`config.mk`:
```
export PLATFORM = sky130hd
export DESIGN_NAME = inv_nibble_decoder_flat
export DESIGN_NICKNAME = d
export VERILOG_FILES = /design/src/rtl/inv_nibble_decoder_if.sv /design/src/rtl/inv_nibble_decoder.sv /design/src/flat_wrapper.sv
export SDC_FILE = /design/constraint.sdc
export NUM_CORES = 1
export LEC_CHECK = 0
export BUFFER_PORTS_ARGS = -buffer_cell sky130_fd_sc_hd__buf_2
export CELL_PAD_IN_SITES_DETAIL_PLACEMENT = 1
export CELL_PAD_IN_SITES_GLOBAL_PLACEMENT = 2
export CORE_MARGIN = 2
export CORE_UTILIZATION = 35
export DETAILED_ROUTE_END_ITERATION = 10
export PLACE_DENSITY_LB_ADDON = 0.1
export SLEW_MARGIN = 20
export SYNTH_ARGS = -nofsm -noshare
export SYNTH_HDL_FRONTEND = slang
export SYNTH_SLANG_ARGS = --single-unit
export TNS_END_PERCENT = 50
```
`constraint.sdc`:
```
create_clock -name clk -period 6.9 [get_ports clk]
set_clock_uncertainty 0.05 [all_clocks]
set_input_delay 1.38 -clock clk [delete_from_list [all_inputs] [get_ports clk]]
set_output_delay 1.38 -clock clk [all_outputs]
set_load 0.05 [all_outputs]
```
`src/rtl/inv_nibble_decoder_if.sv`:
```
// Link interface for the inverted-nibble counter receiver.
// b_in is declared [0:3] so that b_in[0] is the (inverted) MSB of the nibble.
interface inv_nibble_decoder_if #(
  parameter int ERR_W = 8
);
  logic             in_valid;
  logic [0:3]       b_in;
  logic             c_in;
  logic [7:0]       a_out;
  logic             out_valid;
  logic             locked;
  logic             err;
  logic [ERR_W-1:0] err_count;

  // Link side: drives samples, observes decoder status
  modport master (
    output in_valid, b_in, c_in,
    input  a_out, out_valid, locked, err, err_count
  );

  // Decoder side
  modport slave (
    input  in_valid, b_in, c_in,
    output a_out, out_valid, locked, err, err_count
  );
endinterface

```
`src/rtl/inv_nibble_decoder.sv`:
```
// Receive side of the inverted-nibble counter link.
// Recovers the low nibble from b_in, checks the c_in bit, verifies the +1
// sequence, rebuilds the 8-bit count by tracking nibble wraps, and reports
// lock / error status with a saturating error counter.
// Optional: define INV_NIBBLE_STICKY_ERR_EN to make err sticky until rst;
// otherwise err is a one-cycle pulse per bad sample while LOCKED.
module inv_nibble_decoder #(
  parameter int LOCK_CNT = 3,  // good +1 steps needed to lock (1..7)
  parameter int LOSS_CNT = 2,  // consecutive bad samples to lose lock (1..7)
  parameter int ERR_W    = 8
) (
  input  logic                  clk,
  input  logic                  rst,
  inv_nibble_decoder_if.slave   bus
);

  typedef enum logic {HUNT, LOCKED} state_t;

  localparam logic [2:0]       LOCK_LAST = 3'(LOCK_CNT - 1);
  localparam logic [2:0]       LOSS_LAST = 3'(LOSS_CNT - 1);
  localparam logic [ERR_W-1:0] ERR_MAX   = {ERR_W{1'b1}};

  state_t           state_q, state_d;
  logic [3:0]       prev_nib_q, prev_nib_d;
  logic [3:0]       hi_nib_q, hi_nib_d;
  logic             have_prev_q, have_prev_d;
  logic [2:0]       run_q, run_d;
  logic [2:0]       bad_q, bad_d;
  logic [7:0]       a_q, a_d;
  logic             out_valid_q, out_valid_d;
  logic             err_q, err_d;
  logic [ERR_W-1:0] err_count_q, err_count_d;

  logic [3:0] nib;
  logic       check_ok;
  logic       step_ok;
  logic       sample_good;
  logic       wrap;

  // The [0:3] -> [3:0] assignment maps b_in[0] onto the numeric MSB.
  assign nib         = ~bus.b_in;
  assign check_ok    = (bus.c_in == (nib[1] & nib[0]));
  assign step_ok     = have_prev_q && (nib == prev_nib_q + 4'd1);
  // With no predecessor only the check bit can disqualify a sample.
  assign sample_good = check_ok && (step_ok || !have_prev_q);
  assign wrap        = (prev_nib_q == 4'hF) && (nib == 4'h0);

  // Next-state and output computation; everything holds unless in_valid.
  always_comb begin
    state_d     = state_q;
    prev_nib_d  = prev_nib_q;
    hi_nib_d    = hi_nib_q;
    have_prev_d = have_prev_q;
    run_d       = run_q;
    bad_d       = bad_q;
    a_d         = a_q;
    out_valid_d = 1'b0;
    err_count_d = err_count_q;
`ifdef INV_NIBBLE_STICKY_ERR_EN
    err_d       = err_q;
`else
    err_d       = 1'b0;
`endif

    if (bus.in_valid) begin
      prev_nib_d  = nib;
      have_prev_d = 1'b1;
      // A wrap advances the high nibble even if the sample is otherwise bad.
      hi_nib_d    = wrap ? hi_nib_q + 4'd1 : hi_nib_q;
      a_d         = {hi_nib_d, nib};
      out_valid_d = 1'b1;

      unique case (state_q)
        HUNT: begin
          if (!sample_good) begin
            run_d = 3'd0;
          end else if (have_prev_q) begin
            if (run_q == LOCK_LAST) begin
              // hi_nib only moves on wraps, so it already holds the reload
              // value (0 if no wrap has been seen since reset).
              state_d = LOCKED;
              run_d   = 3'd0;
            end else begin
              run_d = run_q + 3'd1;
            end
          end
        end
        LOCKED: begin
          if (sample_good) begin
            bad_d = 3'd0;
          end else begin
            err_d = 1'b1;
            if (err_count_q != ERR_MAX) begin
              err_count_d = err_count_q + ERR_W'(1);
            end
            if (bad_q == LOSS_LAST) begin
              state_d = HUNT;
              bad_d   = 3'd0;
              run_d   = 3'd0;
            end else begin
              bad_d = bad_q + 3'd1;
            end
          end
        end
        default: state_d = HUNT;
      endcase
    end
  end

  // State registers with asynchronous clear.
  always_ff @(posedge clk or posedge rst) begin
    if (rst) begin
      state_q     <= HUNT;
      prev_nib_q  <= 4'd0;
      hi_nib_q    <= 4'd0;
      have_prev_q <= 1'b0;
      run_q       <= 3'd0;
      bad_q       <= 3'd0;
      a_q         <= 8'd0;
      out_valid_q <= 1'b0;
      err_q       <= 1'b0;
      err_count_q <= '0;
    end else begin
      state_q     <= state_d;
      prev_nib_q  <= prev_nib_d;
      hi_nib_q    <= hi_nib_d;
      have_prev_q <= have_prev_d;
      run_q       <= run_d;
      bad_q       <= bad_d;
      a_q         <= a_d;
      out_valid_q <= out_valid_d;
      err_q       <= err_d;
      err_count_q <= err_count_d;
    end
  end

  assign bus.a_out     = a_q;
  assign bus.out_valid = out_valid_q;
  assign bus.locked    = (state_q == LOCKED);
  assign bus.err       = err_q;
  assign bus.err_count = err_count_q;

endmodule

```
`src/flat_wrapper.sv`:
```
// flat-port wrapper written by rule: the top's interface ports become plain ports
module inv_nibble_decoder_flat 
#(
  parameter int LOCK_CNT = 3,                                        
  parameter int LOSS_CNT = 2,                                                
  parameter int ERR_W    = 8
)
  (clk, rst, bus_in_valid, bus_b_in, bus_c_in, bus_a_out, bus_out_valid, bus_locked, bus_err, bus_err_count);
  inv_nibble_decoder_if #(.ERR_W(ERR_W)) bus_i ();
  input  logic clk;
  input  logic rst;
  input wire logic [$bits(bus_i.in_valid)-1:0] bus_in_valid;
  input wire logic [$bits(bus_i.b_in)-1:0] bus_b_in;
  input wire logic [$bits(bus_i.c_in)-1:0] bus_c_in;
  output wire logic [$bits(bus_i.a_out)-1:0] bus_a_out;
  output wire logic [$bits(bus_i.out_valid)-1:0] bus_out_valid;
  output wire logic [$bits(bus_i.locked)-1:0] bus_locked;
  output wire logic [$bits(bus_i.err)-1:0] bus_err;
  output wire logic [$bits(bus_i.err_count)-1:0] bus_err_count;
  assign bus_i.in_valid = bus_in_valid;
  assign bus_i.b_in = bus_b_in;
  assign bus_i.c_in = bus_c_in;
  assign bus_a_out = bus_i.a_out;
  assign bus_out_valid = bus_i.out_valid;
  assign bus_locked = bus_i.locked;
  assign bus_err = bus_i.err;
  assign bus_err_count = bus_i.err_count;
  inv_nibble_decoder #(.LOCK_CNT(LOCK_CNT), .LOSS_CNT(LOSS_CNT), .ERR_W(ERR_W)) u_core (.clk(clk), .rst(rst), .bus(bus_i));
endmodule
```
# ---- Word level (Yosys, flattened, before mapping)
# Cells that the tools add are included.
dict set report word_totals {
  regBits 34
  wordCells 56
  inputBits 8
}
dict set report classes {
  n_addsub 5
  reduce_logical 9
  mux 19
  n_bitwise 4
  eq_ne 9
}
# op count
set op_table {}
lappend op_table {{$mux W3} 7}
lappend op_table {{$mux W1} 9}
lappend op_table {{$add A4 B1 Y4 const B} 2}
lappend op_table {{$add A8 B1 Y8 const B} 1}
lappend op_table {{$ne A8 B8 Y1 const B} 1}
lappend op_table {{$reduce_and A4 Y1} 2}
lappend op_table {{$add A3 B1 Y3 const B} 2}
lappend op_table {{$pmux W3 S2} 1}
lappend op_table {{$eq A4 B4 Y1} 1}
lappend op_table {{$eq A4 B4 Y1 const B} 1}
lappend op_table {{$logic_not A4 Y1} 1}
lappend op_table {{$mux W4} 1}
lappend op_table {{$ne A2 B2 Y1 const B} 2}
lappend op_table {{$not A4 Y4} 1}
lappend op_table {{$eq A3 B1 Y1 const B} 1}
lappend op_table {{$eq A3 B2 Y1 const B} 1}
lappend op_table {{$logic_and A1 B1 Y1} 3}
lappend op_table {{$ne A3 B2 Y1 const B} 1}
lappend op_table {{$not A1 Y1} 2}
lappend op_table {{$pmux W1 S2} 1}
lappend op_table {{$reduce_and A2 Y1} 1}
lappend op_table {{$and A1 B1 Y1} 1}
lappend op_table {{$eq A1 B1 Y1} 1}
lappend op_table {{$logic_not A1 Y1} 1}
lappend op_table {{$logic_or A1 B1 Y1} 1}

# ---- Longest topological paths before layout
dict set report logic_depth {
  ltp_word 8
  depth_mapped 6
  depth_no_buf 6
}

# ---- Worst setup path after synthesis
# Ideal clock, no wire load.
dict set report synth_timing {
  path_kind {input to register}
  start {input bus_b_in[0]}
  end {register u_core.err_count_q[1], in the netlist u_core.bus.err_count[1]}
  required_time_ps 6725
  arrival_time_ps 2830
  setup_ps 125
  stages 5
  n_path_buf 0
  slack_ps 3895
  cell_sequence {or4b_1 -> o22a_2 -> a211o_4 -> nand3_4 -> mux2_4}
}
dict set report synth_between {
  elab_chain_len 7
  elab_cells_between_ends 9
}
# element line_no
set synth_rtl {}
lappend synth_rtl {{from (decl)} flat_wrapper.sv:13} ;# input wire logic [$bits(bus_i.b_in)-1:0] bus_b_in;
lappend synth_rtl {{$not A4 Y4 (*)} inv_nibble_decoder.sv:41} ;# assign nib = ~bus.b_in;
lappend synth_rtl {{$eq A4 B4 Y1} inv_nibble_decoder.sv:43} ;# assign step_ok = have_prev_q && (nib == prev_nib_q + 4'd1);
lappend synth_rtl {{$logic_and A1 B1 Y1} inv_nibble_decoder.sv:43}
lappend synth_rtl {{$logic_or A1 B1 Y1} inv_nibble_decoder.sv:45} ;# assign sample_good = check_ok && (step_ok || !have_prev_q);
lappend synth_rtl {{$logic_and A1 B1 Y1 (*)} inv_nibble_decoder.sv:45}
lappend synth_rtl {{$not A1 Y1 (no source line) (*)} n/a}
lappend synth_rtl {{$reduce_and A4 Y1 (no source line) (*)} n/a}
lappend synth_rtl {{to (signal assigned)} inv_nibble_decoder.sv:133} ;# err_count_q <= err_count_d;
lappend synth_rtl {{to (decl)} inv_nibble_decoder.sv:32} ;# logic [ERR_W-1:0] err_count_q, err_count_d;
# Every way passes the cells marked *; elsewhere a longest branch is shown, timed or not.
# A chain may end at the register's enable or synchronous reset.

# ---- Worst setup path after layout
# Same ends and word-level chain as after synthesis.

==> results.txt <==
outcome - complete, no violations
max incr delay on CP - 0.48 ns
R2R setup slack - 4.34 ns
syn avg cell area - 10.7 um^2
Post-DP Area - 1550 um^2
final setup TNS - 0 ns
area of the multi-input gates - 689 um^2
largest net degree at the start of global routing - 27
DPL Wire Length - 2280 um
Worst VDD drop - 112 uV
worst min-delay path class - reg -> reg
crit-path cells - buf_2 > or4b_1 > o22a_2 > a211o_4 > nand3_4 > mux2_4
fin nets - 168
maximum operating frequency - 0.341 GHz
initial antenna violation count - 0
die area - 4400 um^2
Vias - 1096
WL final - 3030 um
Clock transition at path regs - 0.10 ns
number of global-route vias before repair - 1180
Filler Cell Count - 440
RSZ-0062 raised after global routing - false
CP required - 7.02 ns
Hold Slack - 0.448 ns
cts hold-fix bufs - 0
GRT Resource Usage Total - 0.155
n_diodes - 0
pwr dens - 244 nW/um^2
drt via density - 5.37
First DRT Iteration DRCs - 26
CTS tree - yes
FF+latch area - 651 um^2
total of max-cap violations - 0
post-layout instance area - 1620 um^2
Final Cycle Share - 0.425
worst skew pair latency - 0.28 ns
height of the die - 66.3 um
mapped cell area - 1360 um^2
Post-CTS Resized - 0
Cells after Synth - 127
initial core utilization - 0.368
Critical Path AT - 3.05 ns
Fin. Hold Viols - 0
Leak - 0.716 nW
Post-Layout Cell Count - 204
CP Class - in -> reg
root buf cell - clkbuf_8
slew at the pin closest to its max-slew limit - 0.928 ns
Avg WL per Cell - 14.8 um
Slew Limit Fails - 0
dpl cells - 200
global-route wire length before repair - 5340 um
# setup viols final - 0
PortBufs - 26
I/O pins - 27
fraction of layout cells with a size suffix above 1 - 0.250
Residual DRC - 0
CTS H-tree lvls - 1
Area Growth Syn to Fin - 19.0%
minimum clock period - 2.93 ns
Worst path slowest cell - or4b_1
Post-Syn Nets - 138
row count - 22
die width - 66.3 um
Clock Path Buffers - 2
Critical Path Sink Type - register
Slew headroom - 0.377
Placeable Area - 3690 um^2
Sink Count - 26
Synth cell types - 41
DRT Pass-1 Iters - 4
DRT antenna net count - 0
Synth Register Bits - 26
cts bufs inserted - 3
worst-path fanout max - 8
GP Congestion - 0.780
critical path startpoint category - input pin
sequential element share of the synthesized area - 0.479
# Post-CTS Setup Buffers - 0
grt ovf - 0
Yosys Warn Count - 0
state kept, by name (all words and copies together) (netlist names):
register	cells
u_core.bus.a_out	8
u_core.bus.err_count	8
u_core.bad_q	3
u_core.run_q	3
u_core.bus.err	1
u_core.bus.locked	1
u_core.bus.out_valid	1
u_core.have_prev_q	1
metrics by stage:
stage	util	worst slack [ns]	total power, mW
after floorplan	-	3.89	0.246
after global placement	0.419	3.72	0.267
after detailed placement	0.419	3.69	0.269
after CTS	0.438	3.98	0.401
after global routing	0.438	3.95	0.414
final	0.438	3.97	0.394
cell type report:
type / count / area share
Multi-Input combinational cell: 96 / 0.426
Sequential cell: 26 / 0.402
Timing Repair Buffer: 26 / 0.0805
Tap cell: 48 / 0.0372
Clock buffer: 3 / 0.0255
Clock inverter: 1 / 0.0186
Inverter: 4 / 0.00929
metal layers:
layer / share of wire / GRT usage
met1: 0.48 / 0.196
met4: 0.0076 / 0.0230
met3: 0.033 / 0.0307
met5: 0 / 0
met2: 0.48 / 0.278
cells by family after synthesis:
| group | synth area share |
|---|---|
| AOI/OAI and AO/OA | 0.140 |
| muxes | 0.0193 |
| and+or+nand+nor | 0.230 |
| xor gates and xnor gates | 0.0902 |
| DFF | 0.479 |
| adders and majority gates | 0.0276 |
| buffers and inverters | 0.0138 |
worst max-delay path, delay by kind of cell:
| family | cells | cell delay [ns] |
|---|---|---|
| AOI/OAI and AO/OA | 2 | 0.66 |
| and+or+nand+nor | 2 | 0.57 |
| muxes | 1 | 0.30 |
| buffers and inverters | 1 | 0.14 |
where the power goes:
group	switching (mW)	total (mW)	leakage [nW]	internal, mW
clock	0.0511	0.129	0.0357	0.0777
sequential	0.0153	0.179	0.342	0.164
combinational	0.0593	0.0858	0.339	0.0266
total	0.126	0.394	0.716	0.268
cell usage in the layout, fill, tap and decap left out, drive strengths merged, types with 2 or more instances in the layout:
| cell type | Yosys | routed |
|---|---|---|
| nor3 | 2 | 2 |
| a21oi | 8 | 8 |
| xnor2 | 12 | 12 |
| buf | 0 | 26 |
| nand3 | 9 | 9 |
| dfrtp | 26 | 26 |
| nand4 | 7 | 7 |
| o31ai | 2 | 2 |
| nand3b | 2 | 2 |
| o21ai | 4 | 4 |
| nor2 | 9 | 9 |
| and3 | 2 | 2 |
| ha | 3 | 3 |
| nand2 | 10 | 10 |
| nor2b | 2 | 2 |
| inv | 4 | 3 |
| xor2 | 2 | 2 |
| clkbuf | 1 | 3 |
| a41oi | 2 | 2 |
| mux2 | 2 | 2 |
cell usage after synthesis, drive strengths merged:
master / number / area [um^2]
o2bb2ai: 1 / 8.76
nand4b: 1 / 8.76
o32a: 1 / 10.0
o31ai: 2 / 15.0
ha: 3 / 37.5
nand2: 10 / 37.5
and2: 1 / 6.26
nor4b: 1 / 8.76
a211o: 1 / 17.5
xor2: 2 / 17.5
nand2b: 1 / 6.26
inv: 4 / 15.0
dfrtp: 26 / 651
a21oi: 8 / 40.0
nand3: 9 / 62.6
or3b: 1 / 8.76
or4: 1 / 7.51
xnor2: 12 / 105
and3: 2 / 12.5
or4b: 1 / 10.0
nand3b: 2 / 15.0
mux2: 2 / 26.3
nand4: 7 / 43.8
nor3: 2 / 10.0
a211oi: 1 / 20.0
nor3b: 1 / 7.51
a41oi: 2 / 36.3
nor2: 9 / 33.8
or2: 1 / 6.26
a31oi: 1 / 6.26
and4: 1 / 8.76
nor4: 1 / 6.26
clkbuf: 1 / 3.75
o22ai: 1 / 6.26
nor2b: 2 / 12.5
o22a: 1 / 10.0
o21ai: 4 / 20.0
final timing paths:
check                                                      from                                  end  cells past startpoint
worst max-delay path                                bus_b_in[0]  u_core.bus.err_count[1]$_DFFE_PP0P_                      6
worst min-delay path            u_core.bus.a_out[7]$_DFFE_PP0P_      u_core.bus.a_out[7]$_DFFE_PP0P_                      1
worst max register to register  u_core.bus.a_out[0]$_DFFE_PP0P_  u_core.bus.err_count[1]$_DFFE_PP0P_                      6
worst min register to register  u_core.bus.a_out[7]$_DFFE_PP0P_      u_core.bus.a_out[7]$_DFFE_PP0P_                      1
max in group asynchronous                                   rst          u_core.run_q[1]$_DFFE_PP0P_                      2
min in group asynchronous                                   rst      u_core.bus.a_out[3]$_DFFE_PP0P_                      2
Note: power is estimated with default switching activity, not from simulation.
